**config.mk**
```make
export PLATFORM = sky130hd
export DESIGN_NAME = dht_sensor_ctrl
export DESIGN_NICKNAME = d
export VERILOG_FILES = /design/src/rtl/dht_pkg.sv /design/src/rtl/dht_us_tick.sv /design/src/rtl/dht_sensor_ctrl.sv
export SDC_FILE = /design/constraint.sdc
export NUM_CORES = 1
export LEC_CHECK = 0
export ABC_CLOCK_PERIOD_IN_PS = 8000
export CAP_MARGIN = 30
export CORE_MARGIN = 1.5
export CORE_UTILIZATION = 60
export DETAILED_ROUTE_END_ITERATION = 16
export PLACE_DENSITY = 0.91
export SLEW_MARGIN = 20
export SYNTH_ARGS = -nofsm -noshare
export SYNTH_HDL_FRONTEND = slang
export SYNTH_HIERARCHICAL = 1
export SYNTH_SLANG_ARGS = --single-unit
```
**constraint.sdc**
```tcl
create_clock -name clk -period 8 [get_ports clk]
set_input_delay 0.8 -clock clk [delete_from_list [all_inputs] [get_ports clk]]
set_output_delay 0.8 -clock clk [all_outputs]
set_load 0.1 [all_outputs]
```
**src/rtl/dht_pkg.sv**
```systemverilog
// Shared types and constants for the DHT11/DHT22 single-wire controller.
package dht_pkg;

  typedef enum logic [3:0] {
    S_IDLE,
    S_START_LOW,
    S_RELEASE,
    S_RESP_LOW,
    S_RESP_HIGH,
    S_BIT_LOW,
    S_BIT_HIGH,
    S_CHECK,
    S_DONE,
    S_ERR
  } state_t;

  typedef enum logic [1:0] {
    ERR_NONE    = 2'd0,
    ERR_NO_RESP = 2'd1,
    ERR_BIT_TO  = 2'd2,
    ERR_CSUM    = 2'd3
  } err_code_t;

  typedef enum logic {
    SENSOR_DHT11 = 1'b0,
    SENSOR_DHT22 = 1'b1
  } sensor_t;

  localparam int unsigned DHT11_START_US = 18000;
  localparam int unsigned DHT22_START_US = 1000;
  localparam int unsigned FRAME_BITS     = 40;

  // Frame is {b0,b1,b2,b3,b4}; b4 must equal the 8-bit sum of the others.
  function automatic logic csum_ok(input logic [39:0] frame);
    logic [7:0] sum;
    sum = frame[39:32] + frame[31:24] + frame[23:16] + frame[15:8];
    return sum == frame[7:0];
  endfunction

endpackage

```
**src/rtl/dht_us_tick.sv**
```systemverilog
// Free-running prescaler emitting a one-clock pulse every microsecond.
module dht_us_tick #(
  parameter int unsigned CLK_HZ = 50_000_000
) (
  input  logic clk,
  input  logic rst,
  output logic o_tick
);

  localparam int unsigned DIV = CLK_HZ / 1_000_000;
  localparam int unsigned CW  = (DIV > 1) ? $clog2(DIV) : 1;

  logic [CW-1:0] r_cnt;
  logic          r_tick;

  always_ff @(posedge clk or posedge rst) begin
    if (rst) begin
      r_cnt  <= '0;
      r_tick <= 1'b0;
    end else if (r_cnt == CW'(DIV - 1)) begin
      r_cnt  <= '0;
      r_tick <= 1'b1;
    end else begin
      r_cnt  <= r_cnt + CW'(1);
      r_tick <= 1'b0;
    end
  end

  assign o_tick = r_tick;

endmodule

```
**src/rtl/dht_sensor_ctrl.sv**
```systemverilog
// DHT11/DHT22 controller: start pulse, pulse-width frame decode, checksum,
// hold-off and polling. The pad is open-drain: data_oe only ever pulls low.
module dht_sensor_ctrl
  import dht_pkg::*;
#(
  parameter int unsigned CLK_HZ     = 50_000_000,
  parameter int unsigned AUTO_POLL  = 1,
  parameter int unsigned POLL_MS    = 2000,
  parameter int unsigned HOLDOFF_MS = 1000,
  parameter int unsigned TIMEOUT_US = 255,
  parameter int unsigned BIT1_US    = 48
) (
  input  logic        clk,
  input  logic        rst,
  input  logic        sensor_type,
  input  logic        start,
  input  logic        data_in,
  output logic        data_oe,
  output logic        busy,
  output logic        valid,
  output logic        err,
  output logic [1:0]  err_code,
  output logic [15:0] hum_raw,
  output logic [15:0] temp_raw
);

  localparam int unsigned US_W    = 16;
  localparam int unsigned HOLD_US = HOLDOFF_MS * 1000;
  localparam int unsigned HOLD_W  = (HOLD_US > 1) ? $clog2(HOLD_US + 1) : 1;
  localparam int unsigned POLL_US = POLL_MS * 1000;
  localparam int unsigned POLL_W  = (POLL_US > 1) ? $clog2(POLL_US) : 1;

  state_t          r_state;
  logic            r_sync1, r_sync2, r_prev;
  logic            w_rise, w_fall, w_tick, w_go, w_hold_done, w_poll_hit;
  logic            w_timeout, w_bit;
  logic [HOLD_W-1:0] r_hold;
  logic [POLL_W-1:0] r_poll;
  logic [US_W-1:0] r_us, r_start_low;
  logic [39:0]     r_shift;
  logic [5:0]      r_bit_cnt;
  logic            r_pending, r_data_oe, r_busy, r_valid, r_err;
  err_code_t       r_err_code;
  logic [15:0]     r_hum, r_temp;

  // Pad synchroniser; idles high to match the pull-up.
  always_ff @(posedge clk or posedge rst) begin
    if (rst) begin
      r_sync1 <= 1'b1;
      r_sync2 <= 1'b1;
      r_prev  <= 1'b1;
    end else begin
      r_sync1 <= data_in;
      r_sync2 <= r_sync1;
      r_prev  <= r_sync2;
    end
  end

  assign w_rise = r_sync2 & ~r_prev;
  assign w_fall = ~r_sync2 & r_prev;

  dht_us_tick #(.CLK_HZ(CLK_HZ)) u_tick (
    .clk    (clk),
    .rst    (rst),
    .o_tick (w_tick)
  );

  // Hold-off restarts when a transaction finishes; expired out of reset.
  always_ff @(posedge clk or posedge rst) begin
    if (rst) begin
      r_hold <= '0;
    end else if (r_state == S_DONE || r_state == S_ERR) begin
      r_hold <= HOLD_W'(HOLD_US);
    end else if (w_tick && r_hold != '0) begin
      r_hold <= r_hold - HOLD_W'(1);
    end
  end

  assign w_hold_done = (r_hold == '0);
  assign w_go        = (r_state == S_IDLE) && r_pending && w_hold_done;

  // Poll period is measured start-to-start, so it restarts with each start pulse.
  always_ff @(posedge clk or posedge rst) begin
    if (rst) begin
      r_poll <= '0;
    end else if (w_go) begin
      r_poll <= '0;
    end else if (w_tick) begin
      r_poll <= (r_poll == POLL_W'(POLL_US - 1)) ? '0 : r_poll + POLL_W'(1);
    end
  end

  assign w_poll_hit = (AUTO_POLL != 0) && w_tick && (r_poll == POLL_W'(POLL_US - 1));
  assign w_timeout  = (r_us > US_W'(TIMEOUT_US));
  assign w_bit      = (r_us >= US_W'(BIT1_US));

  always_ff @(posedge clk or posedge rst) begin
    if (rst) begin
      r_state     <= S_IDLE;
      r_pending   <= (AUTO_POLL != 0);
      r_us        <= '0;
      r_start_low <= '0;
      r_shift     <= '0;
      r_bit_cnt   <= '0;
      r_data_oe   <= 1'b0;
      r_busy      <= 1'b0;
      r_valid     <= 1'b0;
      r_err       <= 1'b0;
      r_err_code  <= ERR_NONE;
      r_hum       <= '0;
      r_temp      <= '0;
    end else begin
      r_valid <= 1'b0;
      r_err   <= 1'b0;
      if (start || w_poll_hit) r_pending <= 1'b1;
      if (w_tick && (r_us != '1)) r_us <= r_us + US_W'(1);
      case (r_state)
        S_IDLE: if (w_go) begin
          r_state     <= S_START_LOW;
          r_pending   <= 1'b0;
          r_us        <= '0;
          r_data_oe   <= 1'b1;
          r_busy      <= 1'b1;
          r_start_low <= (sensor_t'(sensor_type) == SENSOR_DHT22) ?
                         US_W'(DHT22_START_US) : US_W'(DHT11_START_US);
          r_shift     <= '0;
          r_bit_cnt   <= '0;
        end
        S_START_LOW: if (r_us >= r_start_low) begin
          r_state   <= S_RELEASE;
          r_us      <= '0;
          r_data_oe <= 1'b0;
        end
        S_RELEASE, S_RESP_LOW, S_RESP_HIGH: begin
          if (r_state == S_RELEASE && w_fall) begin
            r_state <= S_RESP_LOW;
            r_us    <= '0;
          end else if (r_state == S_RESP_LOW && w_rise) begin
            r_state <= S_RESP_HIGH;
            r_us    <= '0;
          end else if (r_state == S_RESP_HIGH && w_fall) begin
            r_state <= S_BIT_LOW;
            r_us    <= '0;
          end else if (w_timeout) begin
            r_state    <= S_ERR;
            r_us       <= '0;
            r_err      <= 1'b1;
            r_err_code <= ERR_NO_RESP;
          end
        end
        S_BIT_LOW: begin
          if (w_rise) begin
            r_state <= S_BIT_HIGH;
            r_us    <= '0;
          end else if (w_timeout) begin
            r_state    <= S_ERR;
            r_us       <= '0;
            r_err      <= 1'b1;
            r_err_code <= ERR_BIT_TO;
          end
        end
        // High time at the falling edge decides the bit value.
        S_BIT_HIGH: begin
          if (w_fall) begin
            r_shift   <= {r_shift[38:0], w_bit};
            r_bit_cnt <= r_bit_cnt + 6'd1;
            r_us      <= '0;
            r_state   <= (r_bit_cnt == 6'(FRAME_BITS - 1)) ? S_CHECK : S_BIT_LOW;
          end else if (w_timeout) begin
            r_state    <= S_ERR;
            r_us       <= '0;
            r_err      <= 1'b1;
            r_err_code <= ERR_BIT_TO;
          end
        end
        S_CHECK: begin
          r_us <= '0;
          if (csum_ok(r_shift)) begin
            r_state <= S_DONE;
            r_valid <= 1'b1;
            r_hum   <= r_shift[39:24];
            r_temp  <= r_shift[23:8];
          end else begin
            r_state    <= S_ERR;
            r_err      <= 1'b1;
            r_err_code <= ERR_CSUM;
          end
        end
        S_DONE, S_ERR: begin
          r_state <= S_IDLE;
          r_busy  <= 1'b0;
          r_us    <= '0;
        end
        default: r_state <= S_IDLE;
      endcase
    end
  end

  assign data_oe  = r_data_oe;
  assign busy     = r_busy;
  assign valid    = r_valid;
  assign err      = r_err;
  assign err_code = r_err_code;
  assign hum_raw  = r_hum;
  assign temp_raw = r_temp;

endmodule

```
* Word level (Yosys, flattened, before mapping)
Index checks and enable logic that the tools add are counted.
Cells by class: add/sub/neg operators 8, bitwise logic cells 4, mux-type cells 61, div/mod/pow operators 0, shifts and indexed selects 0, $mul 0, reductions and logical operators 29, magnitude comparators 3, eq/ne operators 24
Operator list (number):
- $mux 16 | 9
- $pmux 16 s6 | 1
- $mux 40 | 2
- $pmux 40 s2 | 1
- $mux 21 | 3
- $mux 20 | 2
- $mux 4 | 8
- $add 8x8->8 | 3
- $pmux 4 s6 | 1
- $add 21x1->21 const B | 1
- $eq 21x21->1 const B | 1
- $logic_not 20->1 | 1
- $ne 2x2->1 const B | 10
- $reduce_bool 20->1 | 1
- $sub 20x1->20 const B | 1
- $mux 2 | 9
- $mux 6 | 3
- $add 16x1->16 const B | 1
- $eq 4x3->1 const B | 4
- $ge 16x16->1 | 1
- $ge 16x6->1 const B | 1
- $gt 16x8->1 const B | 1
- $mux 1 | 16
- $ne 16x16->1 const B | 1
- 23 further kinds | 47
Word-level totals: register bits after elaboration 172, memory bits (writable) 0, bits in latches 0, input bits 5, bits in read-only memories 0, memories 0

* Depth between registers and ports, before layout
Gate-level depths: netlist of the first run.
depth in word-level cells 8, depth in mapped cells 13, gate-level depth less buffers 12

* Hierarchy
The synthesis of the first run kept the hierarchy.
Modules (own cells, without submodules):
- dht_sensor_ctrl | area each 7712.4 sq um, cells each 702, seq. area each 3808.7 sq um, instances 1
- dht_us_tick | area each 315.3 sq um, cells each 27, seq. area each 175.2 sq um, instances 1

* Worst setup path before layout of the first run
Ideal clock, no wire load.
path type register -> register, from reg r_shift[9], to reg r_hum[0] (netlist: hum_raw[0]), path slack 4.003 ns, buffers on the path 1, stages on the path, launching flop included 13, required time 7.875 ns, setup time 0.125 ns, data arrival time 3.872 ns, path through dfrtp_1 -> fa_1 -> inv_1 -> fa_1 -> inv_1 -> ha_1 -> fa_1 -> xor2_1 -> a2111oi_0 -> o2111ai_1 -> nor4_2 -> buf_2 -> mux2_2
On the way: longest elaborated chain between the ends 3
RTL lines:
- start: declaration | line dht_sensor_ctrl.sv:40 | logic [39:0] r_shift;
- start signal: assignment | line dht_sensor_ctrl.sv:165 | r_shift <= {r_shift[38:0], w_bit};
- $add 8x8->8 | line dht_pkg.sv:36 | sum = frame[39:32] + frame[31:24] + frame[23:16] + frame[15:8];
- $eq 8x8->1 | line dht_pkg.sv:37 | return sum == frame[7:0];
- $reduce_and 2->1 (no source line)
- end signal: assignment | line dht_sensor_ctrl.sv:181 | r_hum <= r_shift[39:24];
- end: declaration | line dht_sensor_ctrl.sv:44 | logic [15:0] r_hum, r_temp;
Every way passes these cells. A chain may end at the register's enable or synchronous reset.

* Worst setup path after layout of the first run
from reg r_shift[9], to reg r_temp[8] (netlist: temp_raw[8])
On the way: longest elaborated chain between the ends 3
RTL lines:
- $add 8x8->8 | line dht_pkg.sv:36
- $eq 8x8->1 | line dht_pkg.sv:37
- $reduce_and 2->1 (no source line)
- end signal: assignment | line dht_sensor_ctrl.sv:182 | r_temp <= r_shift[23:8];
- end: declaration | line dht_sensor_ctrl.sv:44
Every way passes these cells.

==> results.md, run 1 <==
* Status: completed
* LEAKAGE at 4.20 nW
* Pre-antenna DRT Iters at 5
* Clock Sinks at 159
* Synth area leader: dfrtp_1
* Cts-stage hold buffer count at 0
* Most common cell in the netlist: dfrtp_1
* Initial DRC count at approximately 410
* Initial antenna violation count at 0
* Met2 routed WL at 8880 µm
* R2R Path End: temp_raw[8]$_DFFE_PP0P_
* Ports at 43
* Worst Hold Class: reg2reg
* CP Data Arrival Time at ~4.7 ns
* Overflow after GRT at 0
* Unrepaired setup endpoints after global routing: false
* Root Buffer: clkbuf_16
* WL final at ~18000 µm
* WHS Endpoint: r_sync2$_DFF_PP1_
* Post-route DRC at 0
* Highest metal used: met4
* DP Cell Count at a little over 900
* Peak VDD IR at 0.188 mV
* CTS Buf Count at 17
* Synth-to-layout area growth at 14.7%
* Tot GR Track Use at 0.261
* Starting Density at 0.611
* Sequential-to-total area share from yosys stat at 0.496
* RePlAce Congestion at around 0.94
* Worst reg2reg startpoint: r_shift[9]$_DFFE_PP0P_
* Rel. slew slack at 0.328
* Critical Path Source Type: flip-flop
* Post-synthesis cell area at about 8000 µm²
* Number of flops mapped to enable cells by yosys at 0
* Synth area leaders: dfrtp_1 48%, mux2_2 4.6%, a22o_1 4.6%
* HPWL after detailed placement at 11700 µm
* Met3 Wirelength at 862 µm
* Clock Pin Slew Worst Setup and Hold Paths at 0.06 ns
* # Post-CTS Setup Buffers at 0
* Synth top cells by count: 155 x dfrtp_1, 54 x nor2_1, 44 x nand2_1
* Final Hold Fails at 0
* H-tree depth at 4
* Ys async rst share at 1.00
* Number of global-route vias before repair at ~6.1k
* Cell variety after synth at 67
* Post-route minimum period at about 4.4 ns
* F_max at roughly 230 MHz
* Synth Warn # at 6
* Fin. max-slew vios at 0
* Avg Inst Size Synth at 11.0 µm²
* Ratio of cells with drive above 1 in the final layout at 0.129
* ANT nets after route at 0
* P per Cell Area at 232 nW/µm²
* Post-cts sizing count at 0
* R2R cell count at 12
* Worst Path Required at 8.32 ns
* Die width at ~120 µm
* Endpoint class of the critical path: flip-flop
* CTS tree: done
* Worst Skew at 0.00957 ns
* Syn Inst Count at 729
* CP Max Fanout at 34
* Max_cap viols at 0
* Std cell rows at 42
* Synthesized Nets at 771
* Reg-to-reg slack, setup at 3.60 ns
* Largest net degree at the start of global routing at 78
* Wire per inst at 18.5 µm
* Met1 WL at 7480 µm
* Inserted Diodes at 0
* Global-route wire length before repair at 29300 µm
* Most used flip-flop cell after synthesis: dfrtp_1
* Maximum root-to-sink buffer count at 2
* Hold Startpoint: r_sync1$_DFF_PP1_
* Die area at between 10000 and 15000 µm²
* Vias at 5960
* Hold Path Depth at 0
* Core ar. at 13100 µm²
* Vias per Instance at 6.23
* Chip height at around 120 µm
* Final nets at 810
* Worst Setup Path Type: reg2reg
* Crit share post-route at 0.550
* Setup-failing EPs final at 0
* Measured slew at the worst slew-check pin at 1.00 ns
* Synth Register Bits at 159
* Synth top area share at 0.483
* Non-filler instance count after layout at 957
* Setup TNS Final at 0 ns
* Worst skew pair latency at about 0.44 ns
* Input/output buffers at 42
critical path, cell delays in order (launching register included):
cell       delay (ns)
dfrtp_1          0.44
fa_1             0.55
inv_1            0.06
fa_1             0.51
inv_1            0.04
ha_1             0.23
fa_1             0.46
xor2_1           0.18
a2111oi_0        0.46
o2111ai_1        0.28
nor4_4           0.21
buf_4            0.43
mux2_2           0.40
flip-flops by register name, indices dropped and copies added, names as in the netlist, 2 cells and up:
signal        count
err_code          2
hum_raw          16
r_bit_cnt         6
r_hold           20
r_poll           21
r_shift          40
r_start_low       3
r_state           4
r_us             16
temp_raw         16
u_tick/r_cnt      6
routing by layer:
layer  track usage  up-vias
met1         0.334     3006
met3        0.0521       50
li1              -     2698
met2         0.432      206
met5             0        -
met4         0.120        0
worst max-delay path by stage:
stage,endpoint,cells past startpoint,slack (ns),from
after floorplan,busy$_DFFE_PP0P_,1,3.11,rst
after detailed placement,hum_raw[8]$_DFFE_PP0P_,12,3.70,r_shift[9]$_DFFE_PP0P_
final,temp_raw[8]$_DFFE_PP0P_,12,3.60,r_shift[9]$_DFFE_PP0P_
after global placement,temp_raw[2]$_DFFE_PP0P_,12,3.97,r_shift[9]$_DFFE_PP0P_
after CTS,temp_raw[5]$_DFFE_PP0P_,12,3.67,r_shift[9]$_DFFE_PP0P_
after global routing,temp_raw[5]$_DFFE_PP0P_,12,3.42,r_shift[9]$_DFFE_PP0P_
kinds of logic (layout without fill, tap and decap cells):
logic type      count (synthesis)  in the layout  synth area share
mux                            35             35            0.0488
buf+inv                        61            113            0.0309
fa+ha+maj                      37             37            0.0708
xor+xnor                       60             60            0.0655
simple gates                  233            233             0.161
compound gates                144            144             0.127
flops                         159            159             0.496
layout by cell type (no fill, tap or decap), types with 7 or more instances in the layout:
master | Yosys | routed
o21ai_0 | 18 | 18
clkbuf_16 | 0 | 17
nor4_1 | 9 | 9
nor3_1 | 18 | 17
nand3_1 | 24 | 24
and3_1 | 7 | 7
or3_1 | 12 | 12
nand4_1 | 14 | 14
a31oi_1 | 8 | 8
fa_1 | 14 | 14
mux2_2 | 33 | 33
ha_1 | 23 | 23
xor2_1 | 21 | 21
or2_2 | 7 | 7
a22o_1 | 42 | 42
xnor2_1 | 39 | 39
nand2_1 | 44 | 44
inv_1 | 33 | 32
dfrtp_1 | 155 | 155
a21oi_1 | 41 | 41
clkdlybuf4s50_1 | 0 | 42
nor2_1 | 54 | 54
layout make-up:
class | count | area [µm²]
tap | 176 | 220
sequential | 159 | 3980
fill | 896 | 3930
multi-input combinational | 509 | 3820
clock inverter | 13 | 128
timing repair buffer | 48 | 485
inverter | 33 | 129
clock buffer | 19 | 443
metrics by stage:
stage,hold WS (ns),total power [W],worst slack (ns),cell area (µm²),util
final,0.357,0.00213,3.60,9210,0.701
after global routing,0.363,0.00222,3.42,9210,0.701
after CTS,0.358,0.00213,3.67,9180,0.699
after detailed placement,0.349,0.00135,3.70,8610,0.655
after global placement,0.351,0.00133,3.97,8610,0.655
after floorplan,0.345,0.00125,3.11,8030,-
report_power, final:
group	internal (W)	leakage [nW]	total (W)	switching (W)
combinational	0.000139	1.77	0.000428	0.000289
clock	0.000442	0.277	0.000788	0.000346
sequential	0.000850	2.16	0.000918	0.0000678
total	0.00143	4.20	0.00213	0.000703
No activity file was read; power rests on OpenSTA's default activity.
==> run 2: changes to the inputs <==
ABC_CLOCK_PERIOD_IN_PS = 3900   (was 8000)
CORE_UTILIZATION = 54   (was 60)
PLACE_DENSITY = 0.87   (was 0.91)
clock period = 3.9 ns   (was 8 ns; I/O delays follow)
==> run 2 against run 1 <==
The flow now finishes with violations (setup timing). Sequential power up 110%. Register-to-register slack worse by 3.9 ns. Hold slack worse by 0.072 ns. Non-clock buffer count up 17. Clock skew up 0.0036 ns. Final area up 4.4%. Core utilization down 3.9 points. Die area up 11%. Power up 110%.
==> results.md, run 2 (synthesis results as in run 1) <==
* Global-route wire length before repair at 30700 µm (was 29300 µm)
* Worst Skew at 0.0132 ns (was 0.00957 ns)
* Total power at 0.00447 W (was 0.00213 W)
* Unrepaired setup endpoints after global routing: true (was false)
* Ports at 43 (unchanged)
* Biggest regs: r_shift x40, r_poll x21, r_hold x20 (unchanged)
* Met3 Wirelength at 1010 µm (was 862 µm)
* Met2 routed WL at 9310 µm (was 8880 µm)
* Violated checks: setup timing
* Largest Register: r_shift (unchanged)
* P per Cell Area at 464 nW/µm² (was 232 nW/µm²)
* Commonest non-fill, non-tap cells in the layout: 155 x dfrtp_1, 54 x nor2_1, 44 x nand2_1, 42 x a22o_1, 42 x clkdlybuf4s50_1 (unchanged)
* CTS tree: done (unchanged)
* Post-route DRC at 0 (unchanged)
* Final Hold Fails at 0 (unchanged)
* Ratio of cells with drive above 1 in the final layout at 0.158 (was 0.129)
* R2R cell count at 13 (was 12)
* Most common cell after layout, fill and taps aside: dfrtp_1 (unchanged)
* Peak VDD IR at 0.340 mV (was 0.188 mV)
* Fill count at 1013 (was 896)
* Vias at 6030 (was 5960)
* Status: complete, but fails checks (was completed)
* Largest net degree at the start of global routing at 93 (was 78)
* Setup TNS Final at -7.37 ns (was 0 ns)
* RePlAce Congestion at 0.846 (was 0.937)
* Vias per Instance at 6.14 (was 6.23)
* H-tree depth at 4 (unchanged)
* Core ar. at 14500 µm² (was 13100 µm²)
* Tot GR Track Use at 0.247 (was 0.261)
* Fin. max-slew vios at 0 (unchanged)
* Max_cap viols at 0 (unchanged)
* Clock Pin Slew Worst Setup and Hold Paths at 0.07 ns (was 0.06 ns)
* Inserted Diodes at 0 (unchanged)
* CP Data Arrival Time at 4.48 ns (was 4.72 ns)
* Chip height at 125 µm (was 119 µm)
* Die area at 15600 µm² (was 14100 µm²)
* Worst Hold Class: in2async (was reg2reg)
* Synth-to-layout area growth at 19.8% (was 14.7%)
* Clock Sinks at 159 (unchanged)
* Post-route minimum period at 4.16 ns (was 4.40 ns)
* CP Max Fanout at 8 (was 34)
* Initial antenna violation count at 0 (unchanged)
* Critical Path Source Type: flip-flop (unchanged)
* Root Buffer: clkbuf_16 (unchanged)
* Worst Path Required at 4.22 ns (was 8.32 ns)
* Final worst slack at -0.261 ns (was 3.60 ns)
* F_max at 240 MHz (was 227 MHz)
* LEAKAGE at 4.37 nW (was 4.20 nW)
* HPWL after detailed placement at 11000 µm (was 11700 µm)
* Maximum root-to-sink buffer count at 2 (unchanged)
* Std cell rows at 44 (was 42)
* Measured slew at the worst slew-check pin at 0.998 ns (was 1.00 ns)
* Final nets at 827 (was 810)
* Met1 WL at 8140 µm (was 7480 µm)
* Number of global-route vias before repair at 5921 (was 6054)
* Crit share post-route at 1.07 (was 0.550)
* Wire per inst at 19.3 µm (was 18.5 µm)
* Worst skew pair latency at 0.44 ns (about the same)
* Worst Setup Path Type: reg2reg (unchanged)
* CTS Buf Count at 17 (unchanged)
* Rel. slew slack at 0.333 (was 0.328)
* Starting Density at 0.552 (was 0.611)
* Input/output buffers at 42 (unchanged)
* Highest metal used: met4 (unchanged)
* Initial DRC count at 468 (was 411)
* Die width at 125 µm (was 119 µm)
* Pre-antenna DRT Iters at 5 (unchanged)
* Setup-failing EPs final at 34 (was 0)
* WL final at 19000 µm (was 17700 µm)
* Endpoint class of the critical path: flip-flop (unchanged)
* ANT nets after route at 0 (unchanged)
* Overflow after GRT at 0 (unchanged)
* Cts-stage hold buffer count at 0 (unchanged)
* Number of flip-flops in the largest register at 40 (unchanged)
==> run 2: cell count changes in the layout (fill, tap and decap cells not counted), moves of 2 or more <==
cell | previous run | this run
inv_6 | 5 | 2
buf_6 | 0 | 3
mux2_2 | 33 | 1
mux2_4 | 0 | 32
buf_12 | 0 | 4
clkbuf_16 | 17 | 19
inv_8 | 1 | 5
buf_4 | 5 | 13
==> run 2: worst paths after layout <==
kind	from	endpoint	slack, ns
setup / recovery	r_shift[25]$_DFFE_PP0P_	temp_raw[14]$_DFFE_PP0P_	-0.26
hold / removal	rst	u_tick/r_cnt[5]$_DFF_PP0_	0.28
setup reg to reg	r_shift[25]$_DFFE_PP0P_	temp_raw[14]$_DFFE_PP0P_	-0.26
hold reg to reg	r_sync1$_DFF_PP1_	r_sync2$_DFF_PP1_	0.35
max in group asynchronous	rst	hum_raw[12]$_DFFE_PP0P_	2.80
min in group clk	r_sync1$_DFF_PP1_	r_sync2$_DFF_PP1_	0.35
==> run 2: cell type report <==
class	instances	area (µm²)	share of cell area
timing repair buffer	65	697	0.0725
tap	184	230	0.0239
inverter	33	128	0.0133
sequential	159	3980	0.414
clock inverter	13	121	0.0126
clock buffer	19	453	0.0471
multi-input combinational	509	4000	0.416
==> run 2: timing repair <==
item | in CTS | in global routing
pin swaps | 0 | 9
hold endpoints to repair | 0 | 0
cloned | 3 | 2
buffers inserted | 9 | 2
endpoints found under the setup margin | 34 | 34
resized for setup | 28 | 24
==> run 2: report_power, final <==
group          switching [W]  internal, W  total (W)
logic               0.000629     0.000337   0.000966
clock network       0.000738     0.000875    0.00161
registers           0.000144      0.00174    0.00189
total                0.00151      0.00296    0.00447
==> run 2: worst max-delay path, cell delays in order, from the launching register on <==
cell and delay [ns]:
dfrtp_1 0.41, fa_1 0.56, inv_2 0.04, fa_1 0.48
inv_1 0.05, ha_2 0.20, fa_1 0.51, xor2_2 0.19
a2111oi_4 0.27, o2111ai_2 0.24, nor4_4 0.40, buf_6 0.19
clkbuf_16 0.18, mux2_4 0.30
==> run 2: layer usage <==
layer | up-vias | global-route usage
met1 | 3012 | 0.332
met3 | 46 | 0.0563
li1 | 2744 | -
met4 | 0 | 0.0943
met2 | 228 | 0.394
met5 | - | 0
==> run 2: stage by stage <==
step           cells  utilization  worst slack, ns  hold slack (ns)  cell area [µm²]
6_report         982        0.662           -0.261            0.285             9620
2_1_floorplan    729            -         -0.00691            0.193             8040
3_5_place_dp     937        0.599           -0.129            0.347             8700
4_1_cts          981        0.653          -0.0995            0.284             9500
5_1_grt          982        0.662           -0.371            0.313             9620
3_3_place_gp     937        0.599          0.00404            0.347             8700
